### src/rtl/sseg_rx.sv
// sseg_rx: seven-segment digit receiver.
// Accepts four active-low segment patterns over a valid/ready handshake,
// decodes each to a hex nibble and assembles a 16-bit word (digit 0 in
// [3:0]). A completed word is held with word_valid until the consumer
// takes it. Undecodable patterns store nibble 0 and raise a sticky err
// for the current word. A partial word that sits idle for TIMEOUT cycles
// is discarded (TIMEOUT = 0 disables this).
// Optional build macro SSEG_RX_BLANK_EN: when defined, the blank pattern
// 7F (all segments off) decodes to nibble 0 without raising err.
module sseg_rx #(
    parameter int TIMEOUT = 255
) (
    input  logic        clk,
    input  logic        reset,
    input  logic [6:0]  segs,
    input  logic        seg_valid,
    output logic        seg_ready,
    output logic [15:0] word,
    output logic        word_valid,
    input  logic        out_ready,
    output logic        err
);

    typedef enum logic {
        COLLECT = 1'b0,
        HOLD    = 1'b1
    } state_t;

    // Idle counter is 8 bits; the limit is widened by one bit so that the
    // "counter is about to reach TIMEOUT" compare cannot overflow.
    localparam logic [8:0] TO_LIM = 9'(TIMEOUT);
    localparam bit         TO_EN  = (TIMEOUT != 0);

    state_t      state_q, state_d;
    logic [1:0]  cnt_q, cnt_d;
    logic [7:0]  idle_q, idle_d;
    logic [15:0] word_q, word_d;
    logic        err_q, err_d;

    logic        accept;
    logic        handoff;
    logic        expire;
    logic [4:0]  dec;

    // Returns {bad, nibble}; bad = 1 for any pattern outside the hex table.
    function automatic logic [4:0] decode(input logic [6:0] p);
        case (p)
            7'h40:   decode = 5'h00;
            7'h79:   decode = 5'h01;
            7'h24:   decode = 5'h02;
            7'h30:   decode = 5'h03;
            7'h19:   decode = 5'h04;
            7'h12:   decode = 5'h05;
            7'h02:   decode = 5'h06;
            7'h78:   decode = 5'h07;
            7'h00:   decode = 5'h08;
            7'h18:   decode = 5'h09;
            7'h08:   decode = 5'h0A;
            7'h03:   decode = 5'h0B;
            7'h46:   decode = 5'h0C;
            7'h21:   decode = 5'h0D;
            7'h06:   decode = 5'h0E;
            7'h0E:   decode = 5'h0F;
`ifdef SSEG_RX_BLANK_EN
            7'h7F:   decode = 5'h00;
`endif
            default: decode = 5'h10;
        endcase
    endfunction

    assign dec     = decode(segs);
    assign accept  = seg_valid && (state_q == COLLECT);
    assign handoff = (state_q == HOLD) && out_ready;
    // Discard fires on the edge where the idle count would reach TIMEOUT;
    // an accept on that same edge takes priority.
    assign expire  = TO_EN && (state_q == COLLECT) && (cnt_q != 2'd0) && !accept
                     && (({1'b0, idle_q} + 9'd1) == TO_LIM);

    // FSM state register.
    always_ff @(posedge clk or negedge reset) begin
        if (!reset) begin
            state_q <= COLLECT;
        end else begin
            state_q <= state_d;
        end
    end

    // FSM next state: fourth accepted digit enters HOLD, handoff returns.
    always_comb begin
        state_d = state_q;
        case (state_q)
            COLLECT: if (accept && (cnt_q == 2'd3)) state_d = HOLD;
            HOLD:    if (out_ready)                 state_d = COLLECT;
            default: state_d = COLLECT;
        endcase
    end

    // FSM outputs: ready only while collecting, word valid only while held.
    always_comb begin
        seg_ready  = (state_q == COLLECT);
        word_valid = (state_q == HOLD);
    end

    // Datapath next state: nibble write, digit/idle counters, sticky error.
    always_comb begin
        word_d = word_q;
        cnt_d  = cnt_q;
        err_d  = err_q;
        idle_d = idle_q;
        if (accept) begin
            word_d[{cnt_q, 2'b00} +: 4] = dec[3:0];
            cnt_d  = cnt_q + 2'd1;
            err_d  = err_q | dec[4];
            idle_d = 8'd0;
        end else if (handoff || expire) begin
            // Word nibbles are kept; only the word-in-progress bookkeeping clears.
            cnt_d  = 2'd0;
            err_d  = 1'b0;
            idle_d = 8'd0;
        end else if ((state_q == COLLECT) && (cnt_q != 2'd0)) begin
            idle_d = idle_q + 8'd1;
        end
    end

    // Datapath registers.
    always_ff @(posedge clk or negedge reset) begin
        if (!reset) begin
            word_q <= 16'h0000;
            cnt_q  <= 2'd0;
            err_q  <= 1'b0;
            idle_q <= 8'd0;
        end else begin
            word_q <= word_d;
            cnt_q  <= cnt_d;
            err_q  <= err_d;
            idle_q <= idle_d;
        end
    end

    assign word = word_q;
    assign err  = err_q;

endmodule
### config.mk
export PLATFORM = sky130hd
export DESIGN_NAME = sseg_rx
export DESIGN_NICKNAME = d
export VERILOG_FILES = /design/src/rtl/sseg_rx.sv
export SDC_FILE = /design/constraint.sdc
export NUM_CORES = 1
export LEC_CHECK = 0
export CORE_MARGIN = 4
export CORE_UTILIZATION = 45
export CTS_CLUSTER_SIZE = 8
export DETAILED_ROUTE_END_ITERATION = 16
export PLACE_DENSITY = 0.7
export SETUP_SLACK_MARGIN = 0.5
export SLEW_MARGIN = 5
export SYNTH_ARGS = -nofsm -noshare
export SYNTH_HDL_FRONTEND = slang
export SYNTH_SLANG_ARGS = --single-unit
### constraint.sdc
create_clock -name clk -period 1.8 [get_ports clk]
set_clock_uncertainty 0.1 [all_clocks]
set_input_delay 0.27 -clock clk [delete_from_list [all_inputs] [get_ports clk]]
set_output_delay 0.27 -clock clk [all_outputs]
set_load 0.1 [all_outputs]
## Yosys cells after proc, flatten, opt, wreduce, memory -nomap -nowiden

Index checks and enable logic that the tools add are counted.

| word-level totals | value |
|---|---|
| bits of input ports | 11 |
| output and inout bits | 19 |
| logic and storage cells | 54 |
| flip-flop bits (word level) | 28 |

| cells by class | value |
|---|---|
| mux-type cells | 12 |
| eq/ne operators | 17 |
| reduce and logical (&&, ||, !) cells | 12 |
| add/sub/neg operators | 4 |
| shift-type cells | 2 |
| bitwise logic cells | 2 |

Operators with widths:

| operator | count |
|---|---|
| $pmux W5 S16 | 1 |
| $eq A7 B7 Y1 const B | 4 |
| $mux W8 | 3 |
| $eq A7 B5 Y1 const B | 3 |
| $eq A7 B6 Y1 const B | 3 |
| $bwmux W16 | 1 |
| $shift A4 B6 Y16 const A | 1 |
| $shiftx A4 B6 Y16 | 1 |
| $eq A7 B2 Y1 const B | 2 |
| $eq A7 B4 Y1 const B | 2 |
| $add A8 B1 Y9 const B | 1 |
| $eq A9 B8 Y1 const B | 1 |
| $add A8 B1 Y8 const B | 1 |
| $eq A7 B3 Y1 const B | 1 |
| $logic_not A7 Y1 | 1 |
| $logic_and A1 B1 Y1 | 6 |
| $neg A4 Y6 | 1 |
| $mux W1 | 4 |
| $mux W2 | 2 |
| $reduce_bool A2 Y1 | 2 |
| $reduce_bool A3 Y1 | 1 |
| $add A2 B1 Y2 const B | 1 |
| $eq A2 B2 Y1 const B | 1 |
| $pmux W1 S2 | 1 |
| other kinds (4) | 4 |

## Depth between registers and ports, before layout

| logic depth | value |
|---|---|
| depth in word-level cells | 8 |
| mapped depth | 7 |
| depth with buffers taken out | 7 |

## Worst setup path before layout

Ideal clock, no wire load.

| path | value |
|---|---|
| kind | flip-flop to flip-flop |
| from | register state_q, in the netlist word_valid |
| to | register state_q, in the netlist word_valid |
| path buffers | 0 |
| setup time | 0.094 ns |
| stages on the path, launching flop included | 3 |
| clock period less this slack | 2.156 ns |
| required time | 1.606 ns |
| arrival time | 1.961 ns |
| slack | -0.356 ns |
| cells stage by stage | dfrtp_1 > inv_1 > o21ai_0 |

| on the way | value |
|---|---|
| cells in the longest elaborated chain, start to end | 5 |

Ends and longest elaborated chain:

| what | line | source |
|---|---|---|
| from (decl) | 34 | `state_t state_q, state_d;` |
| from (signal assigned) | 84 | `state_q <= state_d;` |
| $not A1 Y1 (*) | -- |  |
| via seg_ready | 17 | `output logic seg_ready,` |
| $logic_and A1 B1 Y1 | 72 | `assign accept = seg_valid && (state_q == COLLECT);` |
| $logic_and A1 B1 Y1 | 92 | `COLLECT: if (accept && (cnt_q == 2'd3)) state_d = HOLD;` |
| $mux W1 | 92 |  |
| $pmux W1 S2 (*) | 91 | `case (state_q)` |
| via state_d | 34 |  |

The timed path passes the listed nets; every way through them passes the cells marked *.
A chain may end at the register's enable or synchronous reset.

## Worst setup path after layout

| path | value |
|---|---|
| from | register idle_q[1] |
| to | register err_q, in the netlist err |

| on the way | value |
|---|---|
| cells in the longest elaborated chain, start to end | 5 |

Ends and longest elaborated chain:

| what | line | source |
|---|---|---|
| from (decl) | 36 | `logic [7:0] idle_q, idle_d;` |
| from (signal assigned) | 136 | `idle_q <= idle_d;` |
| $add A8 B1 Y9 | 77 | `&& (({1'b0, idle_q} + 9'd1) == TO_LIM);` |
| $eq A9 B8 Y1 | 77 |  |
| $logic_and A1 B1 Y1 | 77 |  |
| $logic_or A1 B1 Y1 | 115 | `end else if (handoff \|\| expire) begin` |
| $reduce_bool A2 Y1 (no source line) | -- |  |
| to (signal assigned) | 135 | `err_q <= err_d;` |
| to (decl) | 38 | `logic err_q, err_d;` |

No other way between the ends.

==> results.py <==
metrics = {
    "outcome": {
        "status": "complete, but fails checks",
        "violations": "setup timing",
    },
    "sta": {
        "fin_ws_ps": -80.1,
        "worst-slew-pin-transition_ps": 363,
        "finalCritPeriodShare_pct": 104,
        "timing.fmax_mhz": 532,
        "rsz0062_at_grt": "true",
        "slew_viol_final": 0,
        "slew_headroom_pct": 75.8,
        "setup_viol": 11,
        "min_period_ps": 1880,
        "hold_viol": 0,
    },
    "detailed_routing": {
        "routedWlPerCell_um": 17.4,
        "vias": 1809,
        "wl_met2_um": 2970,
        "vias_per_cell": 5.64,
        "drt_iter0_drc": 93,
        "highest_layer": "met4",
        "wl_met3_um": 194,
        "wl_met1_um": 2250,
        "drc": 0,
        "firstDrtPassIters": 4,
        "final_antenna_net_count": 0,
        "drt_wl_total_um": 5570,
    },
    "placement": {
        "io_buffers": 29,
        "dp_hpwl_um": 3830,
        "place_inst": 300,
        "gp_congestion": 0.904,
        "dpl_cell_area_um2": 2520,
        "post-place-ws_ps": -326,
    },
    "hold_path": {
        "hold_path_class": "in2async",
    },
    "setup_path": {
        "critPathKind": "reg2reg",
        "cp-start-kind": "flop",
        "cp-end-kind": "flop",
        "crit_required_ps": 1870,
        "worst_ep_arrival_time_ps": 1950,
        "cp_max_fo": 2,
    },
    "global_route": {
        "antenna_found_initial": 0,
        "grt_pass1_wl_um": 8780,
        "grt_max_degree": 29,
        "grt_pass1_vias": 1863,
        "grt.overflow.total": 0,
        "grt_usage_pct": 22.4,
    },
    "layout": {
        "area_growth_syn_to_layout_pct": 72.1,
        "drive_gt1_share_pct": 46.5,
        "n_antenna_cell": 0,
        "fin_cells": 321,
        "fin_util_pct": 79.7,
        "fin_area_um2": 2920,
        "nets": 292,
    },
    "synthesis": {
        "yosysTopAreaCell": "dfrtp_1",
        "ys_ff_latch": 28,
        "syn-num-nets": 212,
        "synth_async_sr_flop_share_pct": 100,
        "synth_cell_types": 37,
        "synth_edf_count": 0,
        "syn_area_um2": 1700,
        "ys.flop_type": "dfrtp_1",
        "ys_top_cells_by_area": "dfrtp_1 (41%), nand2_1 (7.7%), o21ai_0 (6.2%)",
        "yosysWarnings": 0,
        "post_synth.cell_area_avg_um2": 8.74,
        "synthCells": 194,
        "ys_seq_area_share_pct": 41.3,
        "synth_top_cell_area_share_pct": 41.3,
    },
    "clock_tree": {
        "cts_buffers": 3,
        "holdBufCountCts": 0,
        "cts.sinks": 28,
        "clock_latency_ps": 270,
        "clkTransAtPathRegs_ps": 90,
        "cts_root_buf": "clkbuf_8",
        "htree_levels": 1,
        "clk_path_buf_depth": 2,
        "cts_tree": "done",
    },
    "die": {
        "die_w_um": 69.4,
        "initial_core_util_pct": 46.3,
        "die-area_um2": 4810,
        "core_um2": 3660,
        "fp.dieH_um": 69.4,
        "rows": 22,
        "io_pins": 30,
    },
    "power_and_ir_drop": {
        "p_total_mw": 3.56,
        "power.leakage_nw": 1.26,
        "ir_worst_vdd_mv": 0.588,
        "p_per_area_nw_per_um2": 1220,
    },
    "run": {
        "timing.max_cap.violations": 0,
    },
}
[worst max-delay path, stage by stage, from the launching register on]
cell     delay (ps)
dfrtp_1         390
ha_2            210
xnor2_2         150
nor4b_4         240
nand3_2         150
buf_4           160
o31a_2          270
o211a_1         100
[sequential cells by signal, summed over array words and instances, names as in the netlist]
name,cells
idle_q,8
err,1
word_valid,1
cnt_q,2
word,16
[cells by family after synthesis]
family | after synthesis | share of synthesized area [%]
AOI/OAI and AO/OA | 37 | 13.7
xor gates and xnor gates | 12 | 6.20
adders and majority gates | 7 | 5.17
buffers and inverters | 12 | 3.17
DFF | 28 | 41.3
and+or+nand+nor | 98 | 30.5
[synth_stat cells (2+ instances only)]
cell and count:
inv_1 5, o21ai_2 2, buf_2 4, and3b_1 2, nand3_1 6, nor2_1 21, nand2_1 35, and4b_1 3
nand4_1 3, a21oi_1 5, xnor2_1 9, nand2b_1 5, xor2_1 3, ha_1 7, dfrtp_1 28, o21ai_0 21
nand4b_1 3, a211oi_1 3, nor2b_1 2, clkbuf_1 2, nor3_1 5, or2_2 2, nor4bb_1 2, nand3b_1 3
[final timing paths]
path,startpoint,end,slack (ps),depth (start not counted)
worst min-delay path,reset,idle_q[1]$_DFFE_PN0P_,270,2
min in group clk,word[4]$_DFFE_PN0P_,word[4]$_DFFE_PN0P_,460,2
max in group asynchronous,reset,word_valid$_DFF_PN0_,1030,2
worst max-delay path,idle_q[1]$_DFFE_PN0P_,err$_DFFE_PN0P_,-80,7
worst min register to register,word[4]$_DFFE_PN0P_,word[4]$_DFFE_PN0P_,460,2
worst max register to register,idle_q[1]$_DFFE_PN0P_,err$_DFFE_PN0P_,-80,7
[layout make-up]
type                            count  area (um^2)
Tap cell                           48         60.1
Inverter                            5         22.5
Timing Repair Buffer               82          905
Fill cell                         206          743
Multi-Input combinational cell    154         1150
Clock inverter                      1         30.0
Clock buffer                        3         41.3
Sequential cell                    28          704
[repair_timing]
item                                    CTS  global route
endpoints found under the hold margin     0             0
endpoints found under the setup margin   29            30
buffers inserted                         13             4
pin swaps                                11             7
resized for setup                        37            24
[report_power, final]
group	internal, mW	total, mW	switching [mW]	leakage, nW
sequential	0.744	0.868	0.124	0.379
combinational	0.929	2.20	1.27	0.842
clock	0.298	0.495	0.197	0.0357
[routing by layer]
layer  up-vias  GRT usage [%]
met1       893           25.8
met4         0           10.8
li1        832              -
met3        17           3.48
met2        67           40.0
met5         -              0
[cells in the final DEF (no fill, tap or decap), types with 3 or more instances in the layout]
cell type / n
o21ai_2: 12
and4b_1: 3
buf_4: 45
o21ai_1: 10
buf_12: 19
nand2b_1: 4
nand3_1: 3
nand2_1: 30
dfrtp_1: 27
ha_1: 3
a21oi_1: 5
nor3_1: 4
buf_6: 8
clkdlybuf4s15_1: 3
xor2_1: 3
xnor2_2: 3
nor2_2: 3
nand4_1: 3
nand3_2: 3
nand3b_1: 3
nand4b_1: 3
xnor2_1: 6
clkbuf_8: 3
nand2_2: 3
nor2_1: 17
[per-stage QoR]
stage          setup TNS, ps  hold slack, ps
2_1_floorplan          -69.4            -126
3_3_place_gp           -4470             435
3_5_place_dp           -5840             445
4_1_cts                 -620             284
5_1_grt                -1390             321
6_report                -474             271
(Power assumes the default switching activity.)
